[config.mk]
export PLATFORM = sky130hd
export DESIGN_NAME = mas_stream_acc
export DESIGN_NICKNAME = d
export VERILOG_FILES = /design/src/rtl/mas_pkg.sv /design/src/rtl/mas_modcorr.sv /design/src/rtl/mas_stream_acc.sv
export SDC_FILE = /design/constraint.sdc
export NUM_CORES = 1
export LEC_CHECK = 0
export ABC_AREA = 1
export BUFFER_PORTS_ARGS = -buffer_cell sky130_fd_sc_hd__buf_2
export CAP_MARGIN = 5
export CORE_MARGIN = 2
export CORE_UTILIZATION = 30
export DETAILED_ROUTE_END_ITERATION = 7
export PLACE_DENSITY = 0.52
export SETUP_SLACK_MARGIN = 0.05
export SLEW_MARGIN = 25
export SYNTH_ARGS = -nofsm -noshare
export SYNTH_HDL_FRONTEND = slang
export SYNTH_HIERARCHICAL = 1
export SYNTH_SLANG_ARGS = --single-unit
[constraint.sdc]
create_clock -name clk -period 4.4 [get_ports clk]
set_input_delay 1.32 -clock clk [delete_from_list [all_inputs] [get_ports clk]]
set_output_delay 1.32 -clock clk [all_outputs]
set_load 0.005 [all_outputs]
[src/rtl/mas_pkg.sv]
// Shared opcodes, FSM states and correction-compare codes for the streaming
// modular accumulator.
package mas_pkg;

  localparam logic [1:0] SEL_LOAD = 2'b00;
  localparam logic [1:0] SEL_ADD  = 2'b01;
  localparam logic [1:0] SEL_SUB  = 2'b10;
  localparam logic [1:0] SEL_HOLD = 2'b11;

  localparam logic [1:0] CMP_IN  = 2'b00;
  localparam logic [1:0] CMP_HI  = 2'b01;
  localparam logic [1:0] CMP_NEG = 2'b10;

  typedef enum logic [1:0] {
    ST_IDLE = 2'b00,
    ST_ACC  = 2'b01,
    ST_DONE = 2'b10
  } state_t;

endpackage

[src/rtl/mas_modcorr.sv]
// Combinational single-step modular correction of a signed raw sum into
// [0, q-1], with a code telling which correction was taken.
module mas_modcorr
  import mas_pkg::*;
#(
  parameter int DW = 4
) (
  input  logic signed [DW+1:0] raw,
  input  logic        [DW-1:0] q,
  output logic        [DW-1:0] residue,
  output logic        [1:0]    cmp
);

  logic signed [DW+1:0] q_x;
  logic signed [DW+1:0] zero_x;

  // The corrected value always lies in [0, 2^DW), so the low DW bits of the
  // raw value carry everything needed for the modular add/subtract.
  always_comb begin
    q_x     = $signed({2'b00, q});
    zero_x  = '0;
    residue = raw[DW-1:0];
    cmp     = CMP_IN;
    if (raw >= q_x) begin
      residue = raw[DW-1:0] - q;
      cmp     = CMP_HI;
    end else if (raw < zero_x) begin
      residue = raw[DW-1:0] + q;
      cmp     = CMP_NEG;
    end
  end

endmodule

[src/rtl/mas_stream_acc.sv]
// Streaming modular accumulator: folds a frame of operands under per-beat
// opcodes into a residue mod Q. Optional trace outputs under MAS_TRACE_EN.
module mas_stream_acc
  import mas_pkg::*;
#(
  parameter int DW = 4,
  parameter int CW = 8
) (
  input  logic          clk,
  input  logic          rst,
  input  logic          in_valid,
  output logic          in_ready,
  input  logic [1:0]    in_sel,
  input  logic [DW-1:0] in_din,
  input  logic [DW-1:0] in_q,
  input  logic          in_last,
  output logic          out_valid,
  input  logic          out_ready,
  output logic [DW-1:0] dout,
  output logic [CW-1:0] out_cnt,
  output logic          out_err
`ifdef MAS_TRACE_EN
  ,
  output logic signed [DW+1:0] tdout,
  output logic        [1:0]    tcmp
`endif
);

  state_t state_q, state_d;
  logic [DW-1:0] acc_q, acc_d;
  logic [DW-1:0] q_q, q_d;
  logic [CW-1:0] cnt_q, cnt_d;
  logic          err_q, err_d;
  logic [DW-1:0] dout_q, dout_d;
  logic [CW-1:0] out_cnt_q, out_cnt_d;
  logic          out_err_q, out_err_d;

  logic                 accept;
  logic                 first;
  logic [DW-1:0]        q_eff;
  logic [DW-1:0]        acc_eff;
  logic signed [DW+1:0] acc_x;
  logic signed [DW+1:0] din_x;
  logic signed [DW+1:0] raw;
  logic [DW-1:0]        residue;
  logic                 q_bad;
  logic                 din_err;

  assign in_ready  = (state_q != ST_DONE);
  assign out_valid = (state_q == ST_DONE);
  assign accept    = in_valid && in_ready;
  assign first     = (state_q == ST_IDLE);

  // The first beat of a frame sees the live modulus and an empty accumulator.
  always_comb begin
    q_eff   = first ? in_q : q_q;
    acc_eff = first ? '0 : acc_q;
    acc_x   = $signed({2'b00, acc_eff});
    din_x   = $signed({2'b00, in_din});
    q_bad   = (q_eff < DW'(2));
    din_err = (in_sel != SEL_HOLD) && (in_din >= q_eff);
    case (in_sel)
      SEL_LOAD: raw = din_x;
      SEL_ADD:  raw = acc_x + din_x;
      SEL_SUB:  raw = acc_x - din_x;
      default:  raw = acc_x;
    endcase
  end

`ifdef MAS_TRACE_EN
  logic [1:0] cmp;

  mas_modcorr #(.DW(DW)) u_corr (
    .raw     (raw),
    .q       (q_eff),
    .residue (residue),
    .cmp     (cmp)
  );
`else
  mas_modcorr #(.DW(DW)) u_corr (
    .raw     (raw),
    .q       (q_eff),
    .residue (residue),
    .cmp     ()
  );
`endif

  always_comb begin
    state_d   = state_q;
    acc_d     = acc_q;
    q_d       = q_q;
    cnt_d     = cnt_q;
    err_d     = err_q;
    dout_d    = dout_q;
    out_cnt_d = out_cnt_q;
    out_err_d = out_err_q;
    case (state_q)
      ST_IDLE, ST_ACC: begin
        if (accept) begin
          q_d   = q_eff;
          acc_d = residue;
          if (first) begin
            cnt_d = CW'(1);
            err_d = q_bad | din_err;
          end else begin
            cnt_d = (cnt_q == '1) ? cnt_q : cnt_q + CW'(1);
            err_d = err_q | q_bad | din_err;
          end
          if (in_last) begin
            state_d   = ST_DONE;
            dout_d    = q_bad ? '0 : residue;
            out_cnt_d = cnt_d;
            out_err_d = err_d;
          end else begin
            state_d = ST_ACC;
          end
        end
      end
      ST_DONE: begin
        if (out_ready) state_d = ST_IDLE;
      end
      default: state_d = ST_IDLE;
    endcase
  end

  always_ff @(posedge clk or posedge rst) begin
    if (rst) begin
      state_q   <= ST_IDLE;
      acc_q     <= '0;
      q_q       <= '0;
      cnt_q     <= '0;
      err_q     <= 1'b0;
      dout_q    <= '0;
      out_cnt_q <= '0;
      out_err_q <= 1'b0;
    end else begin
      state_q   <= state_d;
      acc_q     <= acc_d;
      q_q       <= q_d;
      cnt_q     <= cnt_d;
      err_q     <= err_d;
      dout_q    <= dout_d;
      out_cnt_q <= out_cnt_d;
      out_err_q <= out_err_d;
    end
  end

  assign dout    = dout_q;
  assign out_cnt = out_cnt_q;
  assign out_err = out_err_q;

`ifdef MAS_TRACE_EN
  logic signed [DW+1:0] tdout_q, tdout_d;
  logic        [1:0]    tcmp_q, tcmp_d;

  always_comb begin
    tdout_d = tdout_q;
    tcmp_d  = tcmp_q;
    if (accept) begin
      tdout_d = raw;
      tcmp_d  = cmp;
    end
  end

  always_ff @(posedge clk or posedge rst) begin
    if (rst) begin
      tdout_q <= '0;
      tcmp_q  <= '0;
    end else begin
      tdout_q <= tdout_d;
      tcmp_q  <= tcmp_d;
    end
  end

  assign tdout = tdout_q;
  assign tcmp  = tcmp_q;
`endif

endmodule

==> flow_summary.toml, run 1 <==
[outcome]
outcome = "complete, no violations"

[sta]
rsz0062_at_grt = "false"
worst_slack_ns = 0.673
hold_viol_final = 0
max_freq_mhz = 268
slew_headroom = 0.526
fin_skew_ns = 0.00374
worst_pin_slew_ns = 0.704
fin_crit_sh = 0.847
setup_viol = 0
tns_ns = 0
finalCriticalPeriod_ns = 3.73
whs_ns = 0.478
drv_slew = 0

[pwr]
ir_drop_uv = 159
powerDensity_nw_per_um2 = 452
p_leak_nw = 1.51
finalPower_mw = 1.30

[cells_and_area]
finalInstanceArea_um2 = 2870
final_common_cell = "nand2_1"
drive_gt1_frac = 0.205
final_net_count = 410
post-route-util = 0.353
fillerInstances = 868
final_cells = 481
area_delta_synth_final_pct = 14.5
antennaDiodeCount = 0
final_cell_mix = "nand2_1, inv_1, nand3_1"

[critical_path]
cp_common_cell = "nand2_1"
crit_arrival_ns = 3.96
path_delay_family = "adder cells"
crit_slowest_cell = "fa_1"
crit_path_max_incr_delay_ns = 0.55
path_max_fanout = 5
worstPathRequired_ns = 4.63
path_class = "in2reg"
cp_cell_sequence = "buf_2, nand3_1, nand2_1, inv_1, ha_1, a221oi_1, o21ai_0, fa_1, inv_1, nand2_1, nand2_1, nand2_1, nand2_1, nand3_1, o21ai_0, nand3_1, nand2_1"
critPathLaunchType = "input pin"
path_buf_inv = 3
r2r_slack_ns = 0.96
endpoint_kind = "flop"

[cts]
clk_pin_slew_worst_paths_ns = 0.07
cts_sinks = 32
cts_buffer_depth = 2
cts_buffers = 5
post-cts-setup-buffer-count = 0
clockRootBuffer = "clkbuf_8"
cts_tree = "yes"
clock_latency_ns = 0.29
h-tree-depth = 2
post_cts_resized = 0
hold_buffers = 0

[route]
vias = 2210
dr.pass1.iters = 4
drt-total-wl_um = 6150
via_per_inst = 4.59
detail_route.wl_per_cell_um = 12.8
drc = 0
ant_nets = 0
drtIter0Drc = 97

[global_route]
grt-ovfl-total = 0
grt_usage = 0.147
grt_pass1_vias = 2153
antenna_found_initial = 0
grt_max_degree = 33
grt_pass1_wl_um = 10400

[floorplanning]
core_um2 = 8130
num_rows = 33
die_area_um2 = 9100
io_pins = 30
initial_core_util = 0.308
dieWidth_um = 95.4
die_y_um = 95.4

[synthesis]
synthesis.nets = 378
syn_area_um2 = 2500
synthCells = 343
syn_avg_cell_area_um2 = 7.30
yosys_warnings = 6

[place]
dpl-instance-area_um2 = 2760
io_buffers = 29
dp_cells = 473
dp_hpwl_um = 4750
gp_congestion = 0.876
pre_cts_slack_ns = 0.377

[min_path]
hp-class = "reg2reg"

[flow_run]
max_cap_violations = 0
## worst paths after layout
check	from	endpoint	depth (start not counted)
max reg2reg	state_q[1]	dout[0]	18
min	out_cnt[6]	out_cnt[6]	2
min reg2reg	out_cnt[6]	out_cnt[6]	2
max	in_din[1]	dout[0]	17
max in group asynchronous	rst	cnt_q[2]	3
min in group asynchronous	rst	q_q[3]	3
## power by group
group	internal, mW	total [mW]	leakage (nW)	switching, mW
logic	0.226	0.607	1.04	0.382
clock network	0.167	0.282	0.0541	0.114
registers	0.361	0.408	0.418	0.0470
total	0.754	1.30	1.51	0.543
## registers in the layout, summed over array words and instances (netlist names)
register,cells
acc_q,4
cnt_q,8
dout,4
err_q,1
out_cnt,8
out_err,1
q_q,4
state_q,2
## layout make-up
class                           count  area (um2)  share of cell area
Sequential cell                    32         801               0.279
Timing Repair Buffer               32         168              0.0584
Inverter                           57         218              0.0759
Clock buffer                        5        68.8              0.0240
Multi-Input combinational cell    247        1440               0.502
Clock inverter                      3        42.5              0.0148
Tap cell                          105         131              0.0458
## per-layer routing
| layer | track usage | up-vias | share of wire |
|---|---|---|---|
| met1 | 0.212 | 1000 | 0.52 |
| met5 | 0 | - | 0 |
| li1 | - | 1170 | - |
| met2 | 0.230 | 32 | 0.44 |
| met3 | 0.0229 | 8 | 0.027 |
| met4 | 0.0405 | 0 | 0.012 |
## tightest hold or removal path, delay by kind of cell (launching register included)
kind / cells / cell delay (ns)
AO/OA/AOI/OAI: 1 / 0.06
flip-flops: 1 / 0.34
AND/OR/NAND/NOR: 1 / 0.05
No activity file was read; power rests on OpenSTA's default activity.
==> run 2, diff against run 1 <==
PLACE_DENSITY = 0.53   (was 0.52)
clock period = 3.2 ns   (was 4.4 ns; I/O delays follow)
==> run 2 against run 1 <==
Die area unchanged. Non-clock buffer count is 34 higher. Largest cell class unchanged. Clock skew rose by 0.0025 ns. Worst setup slack lost 0.52 ns. Cell area grew 11%. Clock-buffer cell count up 2. Combinational power up 65%. Highest routed layer unchanged. Global-route usage rose by 0.49 points.
==> flow_summary.toml, run 2 (same netlist as run 1, synthesis figures left out) <==
[place]
gp_congestion = 0.858
dpl-instance-area_um2 = 3000
dp_hpwl_um = 5050
io_buffers = 29

[pwr]
combPwrFrac = 0.504
swShare = 0.397
powerDensity_nw_per_um2 = 622
ir_drop_uv = 196
finalPower_mw = 1.98
intPower_mw = 1.20
power.switching_mw = 0.787
clkPwrFrac = 0.214
p_leak_nw = 1.69
seqPwrFrac = 0.283

[cts]
clockRootBuffer = "clkbuf_8"
cts_buffers = 5
clock_latency_ns = 0.28
hold_buffers = 0
h-tree-depth = 2
cts_tree = "yes"
cts_sinks = 32
cts_buffer_depth = 2
clk_pin_slew_worst_paths_ns = 0.07

[sta]
slew_headroom = 0.627
worst_pin_slew_ns = 0.553
rsz0062_at_grt = "true"
setup_viol = 0
finalCriticalPeriod_ns = 3.05
max_freq_mhz = 328
drv_slew = 0
fin_skew_ns = 0.00621
fin_crit_sh = 0.952
hold_viol_final = 0

[global_route]
antenna_found_initial = 0
grt_max_degree = 33
grt_pass1_vias = 2174
grt-ovfl-total = 0
grt_pass1_wl_um = 10800
grt_usage = 0.152

[critical_path]
critPathLaunchType = "input pin"
path_max_fanout = 4
path_class = "in2reg"
crit_arrival_ns = 3.27
crit_path_max_incr_delay_ns = 0.42
worstPathRequired_ns = 3.43
crit_slowest_cell = "fa_2"
cp_cell_sequence = "buf_2, ha_1, inv_1, ha_1, a221oi_2, o21ai_2, buf_4, buf_4, inv_1, fa_2, o21ai_1, nand3_1, nand2_2, nand3_1, nand2_1"
endpoint_kind = "flop"

[cells_and_area]
finalInstanceArea_um2 = 3190
final_common_cell = "nand2_1"
final_cell_mix = "nand2_1, inv_1, buf_4"
antennaDiodeCount = 0
area_delta_synth_final_pct = 27.4
drive_gt1_frac = 0.300
final_net_count = 444

[route]
dr.pass1.iters = 4
vias = 2369
drt-total-wl_um = 6540
ant_nets = 0
drtIter0Drc = 94
detail_route.wl_per_cell_um = 12.7
via_per_inst = 4.60
wl_met3_um = 225
routedLengthMet1_um = 3290
dr_wl_met2_um = 2980
routed.top_layer = "met4"
drc = 0

[floorplanning]
io_pins = 30
initial_core_util = 0.308
core_um2 = 8130
die_y_um = 95.4
die_area_um2 = 9100
num_rows = 33
dieWidth_um = 95.4

[outcome]
outcome = "complete, no violations"

[flow_run]
max_cap_violations = 0

[min_path]
hp-class = "reg2reg"
[run 2: power by group through the flow]
| stage | combinational (mW) | sequential (mW) | clock [mW] |
|---|---|---|---|
| finish | 1.00 | 0.561 | 0.424 |
| global route | 1.14 | 0.574 | 0.457 |
| CTS | 0.957 | 0.561 | 0.439 |
| detailed placement | 0.950 | 0.568 | 0 |
| global placement | 0.942 | 0.567 | 0 |
| floorplan | 0.643 | 0.557 | 0 |
[run 2: metal layers]
metal,track usage,up-vias
met2,0.234,46
met1,0.226,1082
met4,0.0321,0
met5,0,-
li1,-,1236
met3,0.0229,5
[run 2: cell type report]
class                      count  area, um2
tap                          105        131
multi-input combinational    247       1490
clock inverter                 1       30.0
timing repair buffer          66        427
sequential                    32        802
fill                         862       4940
inverter                      57        218
clock buffer                   7       96.3
[run 2: worst paths after layout]
path                            depth (start not counted)         end  startpoint  slack [ns]
worst max register to register                         17     dout[1]  state_q[1]        0.23
max in group asynchronous                               3  state_q[1]         rst        2.11
worst max-delay path                                   15     dout[1]   in_din[0]        0.15
worst min register to register                          2  out_cnt[6]  out_cnt[6]        0.47
worst min-delay path                                    2  out_cnt[6]  out_cnt[6]        0.47
min in group asynchronous                               3    cnt_q[6]         rst        0.76
[run 2: worst max-delay path: cells and delay by family]
kind                     cells  cell delay (ns)
adder cells (fa/ha/maj)      3             0.86
AND/OR/NAND/NOR              4             0.32
AO/OA/AOI/OAI                3             0.56
buffers and inverters        5             0.55
[run 2: stage by stage]
stage	setup WS, ns	std cells	util	hold slack, ns	TNS, ns
after floorplan	0.0649	343	-	0.449	0
after detailed placement	-0.214	505	0.369	0.462	-1.11
final	0.154	515	0.392	0.475	0
after global routing	0.0304	515	0.392	0.507	0
after global placement	-0.153	505	0.369	0.459	-0.760
after CTS	0.0856	513	0.384	0.486	0
[run 2: repair_timing]
item	in CTS	in global routing
setup buffers	0	2
resized for setup	0	16
endpoints found under the setup margin	0	8
